--- config.mk ---
export PLATFORM = sky130hd
export DESIGN_NAME = microsequencer_flat
export DESIGN_NICKNAME = d
export VERILOG_FILES = /design/src/rtl/microsequencer_if.sv /design/src/rtl/microsequencer.sv /design/src/flat_wrapper.sv
export SDC_FILE = /design/constraint.sdc
export NUM_CORES = 1
export LEC_CHECK = 0
export ABC_AREA = 1
export BUFFER_PORTS_ARGS = -buffer_cell sky130_fd_sc_hd__buf_2
export CORE_ASPECT_RATIO = 1.1
export CORE_UTILIZATION = 48
export DETAILED_ROUTE_END_ITERATION = 6
export PLACE_DENSITY_LB_ADDON = 0.25
export SYNTH_ARGS = -nofsm -noshare
export SYNTH_HDL_FRONTEND = slang
export SYNTH_SLANG_ARGS = --single-unit
--- constraint.sdc ---
create_clock -name clk -period 1.55 [get_ports clk]
set_input_delay 0.31 -clock clk [delete_from_list [all_inputs] [get_ports clk]]
set_output_delay 0.31 -clock clk [all_outputs]
set_load 0.03 [all_outputs]
--- src/rtl/microsequencer_if.sv ---
// Microsequencer bus: control-register fields in, microstore address and strobes out.
interface microsequencer_if #(
    parameter int unsigned AW = 8
);
    logic [2:0]    ns;
    logic          sts;
    logic          inv;
    logic [AW-1:0] pipe_addr;
    logic [AW-1:0] enc_addr;
    logic          wait_mfc;
    logic          mfc;
    logic [AW-1:0] uaddr;
    logic [1:0]    m;
    logic          cr_ld;
    logic          stall;
    logic          tmo_err;

    modport master (
        output ns, sts, inv, pipe_addr, enc_addr, wait_mfc, mfc,
        input  uaddr, m, cr_ld, stall, tmo_err
    );

    modport slave (
        input  ns, sts, inv, pipe_addr, enc_addr, wait_mfc, mfc,
        output uaddr, m, cr_ld, stall, tmo_err
    );
endinterface

--- src/rtl/microsequencer.sv ---
// Microprogram sequencer: selects the next microaddress, stalls on memory waits and
// diverts to a fault handler when memory completion never arrives.
module microsequencer #(
    parameter int unsigned   AW         = 8,
    parameter logic [AW-1:0] RESET_ADDR = '0,
    parameter logic [AW-1:0] FAULT_ADDR = AW'(8'hFF),
    parameter int unsigned   TMO        = 15
) (
    input logic            clk,
    input logic            reset_n,
    microsequencer_if.slave bus
);

    typedef enum logic [1:0] {StInit, StRun, StWait} state_e;

    // Last WAIT cycle count before the fault branch is taken.
    localparam logic [7:0] TmoLast = 8'(TMO - 1);

    state_e        state_q, state_d;
    logic [AW-1:0] uaddr_q, uaddr_d;
    logic [7:0]    cnt_q, cnt_d;
    logic          tmo_q, tmo_d;
    logic          s;
    logic [1:0]    m;
    logic [AW-1:0] cand;
    logic          cr_ld;
    logic          stall;

    assign s = bus.sts ^ bus.inv;

    // Next-address mux select decoded from the ns field and effective status.
    always_comb begin
        m = 2'b00;
        case (bus.ns)
            3'b000:  m = 2'b00;
            3'b001:  m = 2'b01;
            3'b010:  m = 2'b10;
            3'b011:  m = 2'b11;
            3'b100:  m = s ? 2'b10 : 2'b00;
            3'b101:  m = s ? 2'b10 : 2'b11;
            3'b110:  m = s ? 2'b00 : 2'b11;
            default: m = 2'b01;
        endcase
    end

    // Candidate next microaddress for the selected source.
    always_comb begin
        cand = uaddr_q;
        case (m)
            2'b00:   cand = bus.enc_addr;
            2'b01:   cand = RESET_ADDR;
            2'b10:   cand = bus.pipe_addr;
            default: cand = uaddr_q + AW'(1);
        endcase
    end

    // Sequencing FSM: next state, address, wait counter, strobes.
    always_comb begin
        state_d = state_q;
        uaddr_d = uaddr_q;
        cnt_d   = cnt_q;
        tmo_d   = tmo_q;
        cr_ld   = 1'b0;
        stall   = 1'b0;
        case (state_q)
            StInit: begin
                cr_ld   = 1'b1;
                state_d = StRun;
            end
            StRun: begin
                if (bus.wait_mfc && !bus.mfc) begin
                    stall   = 1'b1;
                    cnt_d   = '0;
                    state_d = StWait;
                end else begin
                    uaddr_d = cand;
                    cr_ld   = 1'b1;
                end
            end
            StWait: begin
                // Completion takes priority over a coincident timeout.
                if (bus.mfc) begin
                    uaddr_d = cand;
                    cr_ld   = 1'b1;
                    state_d = StRun;
                end else if (cnt_q == TmoLast) begin
                    uaddr_d = FAULT_ADDR;
                    tmo_d   = 1'b1;
                    cr_ld   = 1'b1;
                    stall   = 1'b1;
                    state_d = StRun;
                end else begin
                    stall = 1'b1;
                    cnt_d = cnt_q + 8'd1;
                end
            end
            default: state_d = StInit;
        endcase
    end

    // State registers with asynchronous reset.
    always_ff @(posedge clk or negedge reset_n) begin
        if (!reset_n) begin
            state_q <= StInit;
            uaddr_q <= RESET_ADDR;
            cnt_q   <= '0;
            tmo_q   <= 1'b0;
        end else begin
            state_q <= state_d;
            uaddr_q <= uaddr_d;
            cnt_q   <= cnt_d;
            tmo_q   <= tmo_d;
        end
    end

    // Strobes are forced low while reset is held, even though the FSM sits in INIT.
    assign bus.cr_ld   = cr_ld & reset_n;
    assign bus.stall   = stall & reset_n;
    assign bus.m       = m;
    assign bus.uaddr   = uaddr_q;
    assign bus.tmo_err = tmo_q;

endmodule
--- src/flat_wrapper.sv ---
// flat-port wrapper written by rule: the top's interface ports become plain ports
module microsequencer_flat 
#(
    parameter int unsigned   AW         = 8,
    parameter logic [AW-1:0] RESET_ADDR = '0,
    parameter logic [AW-1:0] FAULT_ADDR = AW'(8'hFF),
    parameter int unsigned   TMO        = 15
)
  (clk, reset_n, bus_ns, bus_sts, bus_inv, bus_pipe_addr, bus_enc_addr, bus_wait_mfc, bus_mfc, bus_uaddr, bus_m, bus_cr_ld, bus_stall, bus_tmo_err);
  microsequencer_if #(.AW(AW)) bus_i ();
  input logic clk;
  input logic reset_n;
  input wire logic [$bits(bus_i.ns)-1:0] bus_ns;
  input wire logic [$bits(bus_i.sts)-1:0] bus_sts;
  input wire logic [$bits(bus_i.inv)-1:0] bus_inv;
  input wire logic [$bits(bus_i.pipe_addr)-1:0] bus_pipe_addr;
  input wire logic [$bits(bus_i.enc_addr)-1:0] bus_enc_addr;
  input wire logic [$bits(bus_i.wait_mfc)-1:0] bus_wait_mfc;
  input wire logic [$bits(bus_i.mfc)-1:0] bus_mfc;
  output wire logic [$bits(bus_i.uaddr)-1:0] bus_uaddr;
  output wire logic [$bits(bus_i.m)-1:0] bus_m;
  output wire logic [$bits(bus_i.cr_ld)-1:0] bus_cr_ld;
  output wire logic [$bits(bus_i.stall)-1:0] bus_stall;
  output wire logic [$bits(bus_i.tmo_err)-1:0] bus_tmo_err;
  assign bus_i.ns = bus_ns;
  assign bus_i.sts = bus_sts;
  assign bus_i.inv = bus_inv;
  assign bus_i.pipe_addr = bus_pipe_addr;
  assign bus_i.enc_addr = bus_enc_addr;
  assign bus_i.wait_mfc = bus_wait_mfc;
  assign bus_i.mfc = bus_mfc;
  assign bus_uaddr = bus_i.uaddr;
  assign bus_m = bus_i.m;
  assign bus_cr_ld = bus_i.cr_ld;
  assign bus_stall = bus_i.stall;
  assign bus_tmo_err = bus_i.tmo_err;
  microsequencer #(.AW(AW), .RESET_ADDR(RESET_ADDR), .FAULT_ADDR(FAULT_ADDR), .TMO(TMO)) u_core (.clk(clk), .reset_n(reset_n), .bus(bus_i));
endmodule
* Yosys cells after proc, flatten, opt, wreduce, memory -nomap -nowiden
Cells that the tools add are included.
** Word-level totals
- Register bits after elaboration :: 19
- Bits in latches :: 0
- RAM bits :: 0
- Bits in read-only memories :: 0
- Logic and storage cells :: 59
- Memories kept :: 0
** Cells by class
- Add/subtract/negate cells :: 2
- Multipliers :: 0
- Divide/modulo/power cells :: 0
- $lt $le $gt $ge :: 0
- Equal/unequal tests :: 15
- Shifts and indexed selects :: 0
- Multiplexer cells :: 24
- Bitwise operators :: 4
- Reduce and logical (&&, ||, !) cells :: 10
** Operators by type and width (count)
- 8-bit 2-to-1 mux :: 6
- 8-bit one-hot mux with 2 select lines :: 2
- 8-bit one-hot mux with 3 select lines :: 1
- 8-bit by 1-bit adder with 8-bit output (second input constant) :: 2
- 2-bit one-hot mux with 6 select lines :: 1
- 2-bit 2-to-1 mux :: 5
- 3-bit equality test (second input constant) :: 3
- 8-bit by 4-bit equality test with 1-bit output (second input constant) :: 1
- 3-bit by 2-bit equality test with 1-bit output (second input constant) :: 2
- 1-bit 2-to-1 mux :: 6
- 2-bit inequality test (second input constant) :: 3
- 2-bit one-hot mux with 3 select lines :: 1
- 3-bit AND reduction :: 2
- 2-bit by 1-bit equality test with 1-bit output (second input constant) :: 2
- 2-bit equality test (second input constant) :: 2
- 2-bit zero test :: 2
- 4-bit AND reduction :: 1
- 3-bit zero test :: 1
- 3-bit by 2-bit inequality test with 1-bit output (second input constant) :: 1
- 1-bit one-hot mux with 3 select lines :: 1
- 1-bit bitwise AND :: 2
- 2-bit by 1-bit inequality test with 1-bit output (second input constant) :: 1
- 1-bit one-hot mux with 2 select lines :: 1
- 2-bit AND reduction :: 1
- other kinds (5) :: 5

* Logic depth before layout (Yosys ltp)
Gate-level depths: netlist of run 1.
- Depth in word-level cells :: 7
- Depth in mapped cells :: 10

* Worst setup path before layout of run 1
No wires, ideal clock.
- Path type :: register -> output
- Start point :: register u_core.state_q[0]
- End point :: output port bus_cr_ld
- Arrival time :: 1877 ps
- Data required time :: 1240 ps
- Slack :: -637 ps
- Cell stages (with the launch flop) :: 6
- Buffers on the path :: 1
- Cells stage by stage :: dfrtp_1 inv_1 ha_1 buf_1 a21oi_1 a311oi_1
** Between the ends
- Word-level cells in the longest chain between the ends :: 3
- Elaborated cells between the ends (all ways) :: 5
- Classes of those cells :: eq/ne (2); mux (1); bitwise (1); reduce/logical (1)
** Ends and longest elaborated chain
- start, declared :: RTL line microsequencer.sv:19 : state_e state_q, state_d;
- start signal, assigned :: RTL line microsequencer.sv:104 : state_q <= StInit;
- start signal, assigned :: RTL line microsequencer.sv:109 : state_q <= state_d;
- 2-bit equality test (tied with other cells) :: RTL line microsequencer.sv:65 : case (state_q)
- 1-bit one-hot mux with 3 select lines (*) :: RTL line microsequencer.sv:65
- 1-bit bitwise AND (*) :: RTL line microsequencer.sv:117 : assign bus.cr_ld = cr_ld & reset_n;
- end, declared :: RTL line flat_wrapper.sv:22 : output wire logic [$bits(bus_i.cr_ld)-1:0] bus_cr_ld;
Every way passes the cells marked *; elsewhere a longest branch is shown, timed or not.

* Worst setup path after layout of run 1
- Start point :: register u_core.cnt_q[0]
- End point :: output port bus_cr_ld
** Between the ends
- Word-level cells in the longest chain between the ends :: 5
** Ends and longest elaborated chain
- start, declared :: RTL line microsequencer.sv:21 : logic [7:0] cnt_q, cnt_d;
- start signal, assigned :: RTL line microsequencer.sv:111 : cnt_q <= cnt_d;
- 8-bit by 4-bit equality test with 1-bit output :: RTL line microsequencer.sv:86 : end else if (cnt_q == TmoLast) begin
- 1-bit 2-to-1 mux :: RTL line microsequencer.sv:86
- 1-bit 2-to-1 mux :: RTL line microsequencer.sv:82 : if (bus.mfc) begin
- 1-bit one-hot mux with 3 select lines :: RTL line microsequencer.sv:65
- 1-bit bitwise AND :: RTL line microsequencer.sv:117
No other way between the ends.

==> results of run 1 <==
==> final timing paths <==
path	slack [ps]	end	from	cells after the start
min in group clk	350	u_core.bus.uaddr[4]$_DFFE_PN0P_	bus_pipe_addr[4]	5
hold reg to reg	480	u_core.bus.tmo_err$_DFFE_PN0P_	u_core.bus.tmo_err$_DFFE_PN0P_	1
setup reg to reg	50	u_core.bus.uaddr[6]$_DFFE_PN0P_	u_core.cnt_q[0]$_DFFE_PN0P_	12
hold / removal	30	u_core.cnt_q[7]$_DFFE_PN0P_	reset_n	2
max in group asynchronous	1300	u_core.state_q[1]$_DFFE_PN0P_	reset_n	2
setup / recovery	-400	bus_cr_ld	u_core.cnt_q[0]$_DFFE_PN0P_	7
==> metrics by stage <==
stage	total power, mW	cells	hold WS (ps)	cell area (sq um)	setup TNS [ps]
after floorplan	2.25	229	14.4	1550	-108
after global placement	2.86	318	358	1910	-362
after detailed placement	2.90	318	354	1910	-868
after CTS	3.35	325	17.9	2020	-698
after global routing	4.02	333	44.1	2150	-942
final	3.70	333	30.4	2150	-614
==> sequential cells by signal, summed over array words and instances (netlist names) <==
name / flops
u_core.state_q: 2
u_core.cnt_q: 8
u_core.bus.uaddr: 8
u_core.bus.tmo_err: 1
==> area by class of cell <==
cell class / instances / area, sq um / area share
multi-input combinational: 178 / 1050 / 0.489
sequential: 19 / 477 / 0.222
timing repair buffer: 68 / 434 / 0.202
inverter: 30 / 118 / 0.0548
tap: 34 / 42.5 / 0.0198
clock buffer: 4 / 26.3 / 0.0122
==> power breakdown <==
group	leakage, nW	internal [mW]	switching, mW
clock	0.0150	0.100	0.146
sequential	0.242	0.669	0.179
combinational	0.893	1.08	1.52
==> worst max-delay path, delay by kind of cell, from the launching register on <==
| family | cells | cell delay (ps) |
|---|---|---|
| adders and majority gates | 1 | 160 |
| buffers and inverters | 2 | 230 |
| AOI/OAI and AO/OA | 1 | 310 |
| and+or+nand+nor | 3 | 260 |
| DFF | 1 | 400 |
==> metal layers <==
metal | part of all wire | wire length (microns) | up-vias | global-route usage
met1 | 0.45 | 1770 | 782 | 0.304
met2 | 0.48 | 1890 | 48 | 0.446
li1 | - | - | 885 | -
met5 | 0 | 0 | - | 0
met3 | 0.047 | 186 | 9 | 0.0189
met4 | 0.018 | 70 | 0 | 0.0750
==> cell families (layout without fill, tap and decap cells) <==
| family | Yosys count | after routing | synth area share |
|---|---|---|---|
| adder cells (fa/ha/maj) | 7 | 7 | 0.0574 |
| AND/OR/NAND/NOR | 145 | 145 | 0.440 |
| buffers and inverters | 32 | 102 | 0.0837 |
| AO/OA/AOI/OAI | 23 | 23 | 0.0902 |
| XOR/XNOR | 3 | 3 | 0.0172 |
| flip-flops | 19 | 19 | 0.312 |
==> timing repair <==
action,in CTS,in global routing
hold buffers,0,0
setup endpoints to repair,16,20
resized for setup,21,16
pin swaps,7,8
buffers inserted,4,8
==> layout by cell type (no fill, tap or decap), types with 2 or more instances in the layout <==
master	synthesis	final
a21oi_1	8	5
a21oi_2	1	4
buf_2	0	35
buf_4	0	30
buf_6	1	3
clkbuf_4	0	3
dfrtp_1	19	18
ha_1	7	3
ha_4	0	3
inv_1	24	19
inv_2	6	10
nand2_1	63	56
nand2_2	3	7
nand2_4	1	4
nand3_1	35	34
nand3_2	2	2
nand3b_1	3	3
nand4_1	6	6
nor2_1	23	23
nor2_4	2	3
nor3_1	3	3
o21ai_0	6	4
o21ai_1	5	5
o21ai_2	0	2
xor2_1	3	3
==> impl_metrics.py, run 1 <==
metrics = {
    "logic_synthesis": {
        "syn_area_per_cell_sq_um": 6.66,
        "synthTopCellsByArea": "dfrtp_1 31%, nand2_1 16%, nand3_1 11%",
        "netlist.area_leader.share": 0.312,
        "synth_edf_count": 0,
        "yosysSeqAreaShare": 0.312,
        "ys_seq_elements": 19,
        "syn-instance-count": 229,
        "synth_cell_types": 27,
        "yosys.cell_count.top_type": "nand2_1",
        "yosys.area.top_type": "dfrtp_1",
        "synth_area_sq_um": 1530,
        "synthFlopType": "dfrtp_1",
        "yosysWarnings": 0,
        "syn-num-nets": 261,
        "async_flop_share": 1.00,
        "synthTopCellsByCount": "63 x nand2_1, 35 x nand3_1, 24 x inv_1",
    },
    "clocking": {
        "cts_sinks": 19,
        "clk_path_buf_depth": 2,
        "clk_latency_ps": 290,
        "cts_root_buffer": "clkbuf_4",
        "cts_max_level": 1,
        "path_clk_slew_ps": 100,
        "cts_tree": "done",
        "cts_buffers": 3,
    },
    "die": {
        "fp.dieArea_sq_um": 3410,
        "ios": 38,
        "fp.dieH_microns": 61.1,
        "die_w_microns": 55.7,
        "placementRows": 21,
        "start_util": 0.500,
        "core_sq_um": 3050,
    },
    "sta": {
        "period_needed_ps": 1950,
        "final_hold_viol_count": 0,
        "slew_headroom": 0.779,
        "worst_pin_slew_ps": 331,
        "worst_slack_ps": -402,
        "period_share": 1.26,
        "rsz0062_at_grt": "yes",
        "slew_violations": 0,
        "fin_worst_skew_ps": 0.896,
        "timing.final.setup_violations": 2,
        "timing.fmax_mhz": 512,
    },
    "worst_setup_path": {
        "crit_slowest_cell": "dfrtp_1",
        "path_cells": "inv_1, ha_2, nand2_2, nor2_4, nand2_4, a311oi_4, buf_6",
        "start_kind": "register",
        "crit_fanout": 2,
        "end_kind": "primary output",
        "criticalPathCategory": "register to primary output",
        "critPathMaxStageDelay_ps": 400,
        "worstPathArrival_ps": 1640,
        "crit_required_ps": 1240,
    },
    "final_layout": {
        "diodes": 0,
        "layout-drive-gt1-share": 0.385,
        "postLayoutCoreUtil": 0.704,
        "nFillCells": 271,
        "synthToLayoutAreaGrowth_pct": 40.7,
        "nNetsFinal": 332,
    },
    "placed_design": {
        "dp_slack_ps": -111,
        "dp_hpwl_microns": 2870,
        "place_congestion": 0.878,
        "portBuffers": 37,
    },
    "drt": {
        "drc": 0,
        "dr.pass1.iters": 4,
        "antenna_left": 0,
        "drt-vias-per-instance": 5.18,
        "vias": 1724,
        "wl_per_cell_microns": 11.8,
        "drt_iter0_drc": 89,
        "wl_microns": 3920,
    },
    "grt": {
        "grt_pass1_wl_microns": 6490,
        "grt_pass1_vias": 1521,
        "grt_overflow_total": 0,
        "grt_max_degree": 20,
        "antenna_found_initial": 0,
        "grt_usage": 0.240,
    },
    "hold_path": {
        "hold_class": "input pin to async pin",
    },
    "flow_run": {
        "maxCapViolCount": 0,
    },
    "power_and_ir_drop": {
        "pwr_density_cell_nw_per_um2": 1720,
        "leakagePower_nw": 1.15,
        "ir_drop_mv": 1.28,
    },
    "run_status": {
        "violations": "negative setup slack",
        "status": "finished, violations left",
    },
}
Power figures use the tool's default switching activity.
==> run 2, diff against run 1 <==
--- a/config.mk
+++ b/config.mk
@@ -5,12 +5,11 @@
 export SDC_FILE = /design/constraint.sdc
 export NUM_CORES = 1
 export LEC_CHECK = 0
-export ABC_AREA = 1
 export BUFFER_PORTS_ARGS = -buffer_cell sky130_fd_sc_hd__buf_2
 export CORE_ASPECT_RATIO = 1.1
-export CORE_UTILIZATION = 48
+export CORE_UTILIZATION = 46
 export DETAILED_ROUTE_END_ITERATION = 6
-export PLACE_DENSITY_LB_ADDON = 0.25
+export PLACE_DENSITY = 0.78
 export SYNTH_ARGS = -nofsm -noshare
 export SYNTH_HDL_FRONTEND = slang
 export SYNTH_SLANG_ARGS = --single-unit
==> impl_metrics.py, run 2 <==
metrics = {
    "run_status": {
        "status": "finished, violations left",
        "violations": "negative setup slack",
    },
    "sta": {
        "finalSetupTns_ps": -5110,
        "final_hold_viol_count": 0,
        "timing.final.setup_violations": 21,
        "hold_slack_ps": 218,
        "slew_violations": 0,
        "slew_headroom": 0.685,
        "timing.fmax_mhz": 519,
        "fin_worst_skew_ps": 15.9,
        "rsz0062_at_grt": "yes",
        "period_needed_ps": 1930,
        "worst_slack_ps": -378,
        "worst_pin_slew_ps": 467,
        "period_share": 1.24,
    },
    "worst_setup_path": {
        "worstPathArrival_ps": 1620,
        "crit_fanout": 2,
        "crit_required_ps": 1240,
        "end_kind": "primary output",
        "criticalPathCategory": "register to primary output",
        "start_kind": "register",
    },
    "final_layout": {
        "synthToLayoutAreaGrowth_pct": 60.7,
        "layout-drive-gt1-share": 0.525,
        "layout.cells.most_common": "buf_4",
        "layout_common_cells": "37 x buf_4, 33 x buf_2, 21 x nor2_1",
        "postLayoutCoreUtil": 0.777,
        "diodes": 0,
        "nNetsFinal": 269,
    },
    "power_and_ir_drop": {
        "power.internal_mw": 2.09,
        "pwr_density_cell_nw_per_um2": 1780,
        "pwr-share-clk": 0.068,
        "sw_frac_of_total": 0.456,
        "finalPower_mw": 3.84,
        "power_switching_mw": 1.75,
        "p_seq_frac": 0.226,
        "comb_power_share": 0.706,
        "ir_drop_mv": 1.41,
        "leakagePower_nw": 1.02,
    },
    "hold_path": {
        "hold_class": "input pin to register",
    },
    "logic_synthesis": {
        "yosysSeqAreaShare": 0.354,
        "synth_cell_types": 40,
        "synth_top_family_by_area": "compound AO/OA/AOI/OAI gates",
        "syn-num-nets": 187,
        "synth_area_sq_um": 1340,
        "synthTopCellsByCount": "22 x nor2_1, 19 x dfrtp_1, 14 x a21oi_1",
        "synth_edf_count": 0,
        "synthSimpleGateAreaFrac": 0.221,
        "synthFlopType": "dfrtp_1",
        "synthXorXnorAreaFrac": 0.0587,
        "syn_area_per_cell_sq_um": 8.67,
        "yosys.cell_count.top_type": "nor2_1",
        "ys_seq_elements": 19,
        "netlist.area_leader.share": 0.354,
        "async_flop_share": 1.00,
        "syn-instance-count": 155,
        "synth-compound-area-share": 0.265,
        "yosysWarnings": 0,
        "synthMuxAreaShare": 0.0112,
        "yosys.area.top_type": "dfrtp_1",
        "synthTopCellsByArea": "dfrtp_1 35%, ha_1 6.5%, nor2_1 6.1%",
        "synth_fa_ha_area_frac": 0.0652,
    },
    "grt": {
        "antenna_found_initial": 0,
        "grt_pass1_vias": 1458,
        "grt_usage": 0.271,
        "grt_overflow_total": 0,
        "grt_max_degree": 16,
        "grt_pass1_wl_microns": 6200,
    },
    "drt": {
        "drt_iter0_drc": 41,
        "antenna_left": 0,
        "wl_microns": 4110,
        "wl_per_cell_microns": 15.3,
        "drt-vias-per-instance": 5.68,
        "dr.pass1.iters": 4,
        "vias": 1527,
        "drc": 0,
    },
    "placed_design": {
        "portBuffers": 37,
        "dp_slack_ps": -161,
        "place_congestion": 0.885,
        "dp_hpwl_microns": 2920,
    },
    "clocking": {
        "cts_sinks": 19,
        "clk_path_buf_depth": 2,
        "cts_tree": "done",
        "cts_root_buffer": "clkbuf_4",
        "clk_latency_ps": 310,
        "path_clk_slew_ps": 120,
        "cts_max_level": 1,
        "cts_buffers": 3,
    },
    "flow_run": {
        "maxCapViolCount": 0,
    },
    "die": {
        "die_w_microns": 53.5,
        "start_util": 0.484,
        "ios": 38,
        "fp.dieH_microns": 58.7,
        "core_sq_um": 2780,
        "placementRows": 20,
        "fp.dieArea_sq_um": 3140,
    },
}
-- run 2: cell types whose count changed in the layout (fill, tap and decap cells not counted), sizes merged, moves of 5 or more --
cell,delta
a21o,+6
nand2,-58
nand2b,+5
buf,+9
inv,-25
nand3,-35
-- run 2: area by class of cell --
cell class / instances / area, sq um
multi-input cells: 129 / 1030
repair buffers: 79 / 559
clock inverters: 1 / 5.00
clock buffers: 3 / 22.5
flip-flops and latches: 19 / 479
well taps: 33 / 41.3
fillers: 188 / 618
inverters: 5 / 18.8
-- run 2: cells by family (layout without fill, tap and decap cells) --
family                     count (synthesis)  count (layout)
DFF                                       19              19
and+or+nand+nor                           59              59
AOI/OAI and AO/OA                         53              53
buffers and inverters                      7              88
adders and majority gates                  7               7
muxes                                      1               1
xor gates and xnor gates                   9               9
-- run 2: worst max-delay path: stages, from the launching register on --
cell and delay, ps:
dfrtp_1 410, or3_4 400, nor2_4 140, o21ai_2 80
a21oi_4 120, buf_6 140
-- run 2: through the flow --
stage | instances | area (sq um)
floorplan | 155 | 1460
global placement | 255 | 1920
detailed placement | 255 | 1920
CTS | 268 | 2110
global route | 269 | 2160
finish | 269 | 2160
-- run 2: per-layer routing --
metal | up-vias | GRT usage | wire, microns
li1 | 726 | - | -
met3 | 13 | 0.0543 | 215
met1 | 724 | 0.302 | 1590
met2 | 64 | 0.486 | 2200
met5 | - | 0 | 0
met4 | 0 | 0.117 | 104
-- run 2: path summary, 6_finish.rpt --
check,to,startpoint,cells past startpoint,slack [ps]
worst max-delay path,bus_cr_ld,u_core.cnt_q[4]$_DFFE_PN0P_,5,-380
worst min-delay path,u_core.bus.uaddr[0]$_DFFE_PN0P_,bus_enc_addr[0],3,220
worst max register to register,u_core.cnt_q[2]$_DFFE_PN0P_,u_core.cnt_q[0]$_DFFE_PN0P_,9,-350
worst min register to register,u_core.bus.tmo_err$_DFFE_PN0P_,u_core.bus.tmo_err$_DFFE_PN0P_,1,470
max in group asynchronous,u_core.cnt_q[5]$_DFFE_PN0P_,reset_n,3,830
min in group asynchronous,u_core.bus.uaddr[5]$_DFFE_PN0P_,reset_n,2,440
-- run 2: power groups by stage --
stage | registers [mW] | logic [mW] | clock network [mW]
2_1_floorplan | 1.07 | 1.21 | 0
3_3_place_gp | 0.858 | 2.17 | 0
3_5_place_dp | 0.874 | 2.24 | 0
4_1_cts | 0.851 | 2.60 | 0.266
5_1_grt | 0.877 | 2.90 | 0.286
6_report | 0.867 | 2.71 | 0.261
-- run 2: repair_timing --
item | CTS | global route
pin swaps | 7 | 15
setup buffers | 7 | 1
gates resized for setup | 20 | 15
cloned | 0 | 0
hold buffers | 2 | 0
hold endpoints to repair | 4 | 0
endpoints found under the setup margin | 17 | 21
==> run 3, diff against run 2 <==
--- a/config.mk
+++ b/config.mk
@@ -7,9 +7,11 @@
 export LEC_CHECK = 0
 export BUFFER_PORTS_ARGS = -buffer_cell sky130_fd_sc_hd__buf_2
 export CORE_ASPECT_RATIO = 1.1
-export CORE_UTILIZATION = 46
+export CORE_MARGIN = 5
+export CORE_UTILIZATION = 48
+export CTS_BUF_LIST = sky130_fd_sc_hd__clkbuf_2
 export DETAILED_ROUTE_END_ITERATION = 6
-export PLACE_DENSITY = 0.78
+export PLACE_DENSITY = 0.8
 export SYNTH_ARGS = -nofsm -noshare
 export SYNTH_HDL_FRONTEND = slang
 export SYNTH_SLANG_ARGS = --single-unit
==> impl_metrics.py, run 3 (synthesized netlist as in run 2, its figures left out) <==
metrics = {
    "run_status": {
        "status": "finished, violations left",
        "violations": "negative setup slack",
    },
    "worst_setup_path": {
        "r2r-end": "u_core.cnt_q[2]$_DFFE_PN0P_",
        "timing.rr.start": "u_core.cnt_q[0]$_DFFE_PN0P_",
        "end_kind": "primary output",
        "crit_family": "flip-flops",
        "reg2reg_slack_ps": -350,
        "crit_required_ps": 1240,
        "worstPathArrival_ps": 1650,
        "crit_start": "u_core.cnt_q[0]$_DFFE_PN0P_",
        "crit_buf_inv": 2,
        "r2r_cells": 9,
        "criticalPathCategory": "register to primary output",
        "start_kind": "register",
        "critPathMaxStageDelay_ps": 420,
        "path_cells": "inv_1, ha_1, nand4b_1, nor2_2, o21ai_2, a21oi_4, buf_6",
        "path_depth": 7,
        "crit_slowest_cell": "dfrtp_1",
        "crit_fanout": 2,
        "crit_end": "bus_cr_ld",
    },
    "final_layout": {
        "synthToLayoutAreaGrowth_pct": 55.2,
        "layout_common_cells": "35 x buf_2, 33 x buf_4, 21 x nor2_1",
        "nNetsFinal": 266,
        "diodes": 0,
        "nFillCells": 193,
        "layout-drive-gt1-share": 0.498,
        "final_cells": 266,
        "layout.cells.most_common": "buf_2",
        "postLayoutCoreUtil": 0.765,
    },
    "placed_design": {
        "place_congestion": 0.933,
        "portBuffers": 37,
        "dp_hpwl_microns": 3170,
        "place_inst": 253,
    },
    "drt": {
        "drt_iter0_drc": 52,
        "antenna_left": 0,
        "vias": 1500,
        "wl_microns": 4120,
        "wl_per_cell_microns": 15.5,
        "drt-vias-per-instance": 5.64,
        "drc": 0,
        "dr.pass1.iters": 4,
    },
    "clocking": {
        "clk_latency_ps": 310,
        "cts_root_buffer": "clkbuf_2",
        "clk_path_buf_depth": 2,
        "cts_max_level": 1,
        "cts_tree": "done",
        "cts_buffers": 3,
        "cts_sinks": 19,
        "path_clk_slew_ps": 200,
    },
    "sta": {
        "period_share": 1.27,
        "slew_violations": 0,
        "worst_pin_slew_ps": 584,
        "worst_slack_ps": -413,
        "timing.final.setup_violations": 20,
        "timing.fmax_mhz": 510,
        "period_needed_ps": 1960,
        "slew_headroom": 0.611,
        "finalSetupTns_ps": -5120,
        "fin_worst_skew_ps": 13.8,
        "final_hold_viol_count": 0,
        "rsz0062_at_grt": "yes",
        "hold_slack_ps": 219,
    },
    "hold_path": {
        "hold_class": "input pin to register",
        "min_path_cells": 3,
        "hold_start": "bus_enc_addr[1]",
    },
    "die": {
        "start_util": 0.493,
        "fp.dieArea_sq_um": 3960,
        "die_w_microns": 60.5,
        "ios": 38,
        "core_sq_um": 2730,
        "fp.dieH_microns": 65.5,
        "placementRows": 20,
    },
    "grt": {
        "grt_usage": 0.213,
        "grt_pass1_vias": 1461,
        "grt_overflow_total": 0,
        "grt_pass1_wl_microns": 6400,
        "grt_max_degree": 19,
        "antenna_found_initial": 0,
    },
    "flow_run": {
        "maxCapViolCount": 0,
    },
    "power_and_ir_drop": {
        "leakagePower_nw": 0.984,
        "pwr_density_cell_nw_per_um2": 1760,
        "ir_drop_mv": 1.37,
    },
}
-- run 3: cell count changes in the layout (fill, tap and decap cells not counted), sizes merged --
cell	change
buf	-2
dlygate4sd3	-1
clkinvlp	+1
clkinv	-1
-- run 3: final cells by class --
cell class,instances,area (sq um),area share
inverters,5,18.8,0.00900
well taps,33,41.3,0.0198
flip-flops and latches,19,479,0.230
clock buffers,3,15.0,0.00720
clock inverters,1,7.51,0.00360
repair buffers,76,512,0.245
multi-input cells,129,1010,0.485
-- run 3: layer usage --
layer | vias up | wire length (microns) | GRT usage | part of all wire
met3 | 12 | 196 | 0.0314 | 0.048
li1 | 728 | - | - | -
met2 | 43 | 2200 | 0.382 | 0.53
met5 | - | 0 | 0 | 0
met1 | 717 | 1620 | 0.249 | 0.39
met4 | 0 | 99 | 0.0786 | 0.024
-- run 3: through the flow --
stage          cell area [sq um]  setup WS, ps  power [mW]
4_1_cts                     2010          -388        3.48
3_3_place_gp                1900          -122        2.98
6_report                    2090          -413        3.67
5_1_grt                     2090          -568        3.93
2_1_floorplan               1460          -133        2.28
3_5_place_dp                1900          -209        3.10
-- run 3: worst min path at each step --
stage and endpoint:
5_1_grt u_core.bus.uaddr[1]$_DFFE_PN0P_, 2_1_floorplan u_core.bus.tmo_err$_DFFE_PN0P_, 6_report u_core.bus.uaddr[1]$_DFFE_PN0P_, 4_1_cts u_core.bus.uaddr[1]$_DFFE_PN0P_, 3_5_place_dp u_core.state_q[0]$_DFFE_PN0P_, 3_3_place_gp u_core.state_q[0]$_DFFE_PN0P_
-- run 3: power by group --
part	leakage, nW	internal, mW	switching [mW]
combinational	0.731	1.24	1.34
clock	0.0126	0.0602	0.159
sequential	0.240	0.657	0.207
total	0.984	1.96	1.71
-- run 3: worst min-delay path, stage by stage --
cell and delay (ps):
buf_2 100, nand2_1 50, a31oi_1 70
-- run 3: repair_timing --
| action | in CTS | in global routing |
|---|---|---|
| pin swaps | 7 | 5 |
| resized for setup | 17 | 7 |
| hold endpoints to repair | 13 | 0 |
| endpoints found under the setup margin | 20 | 21 |
| hold buffers | 1 | 0 |
| setup buffers | 4 | 4 |
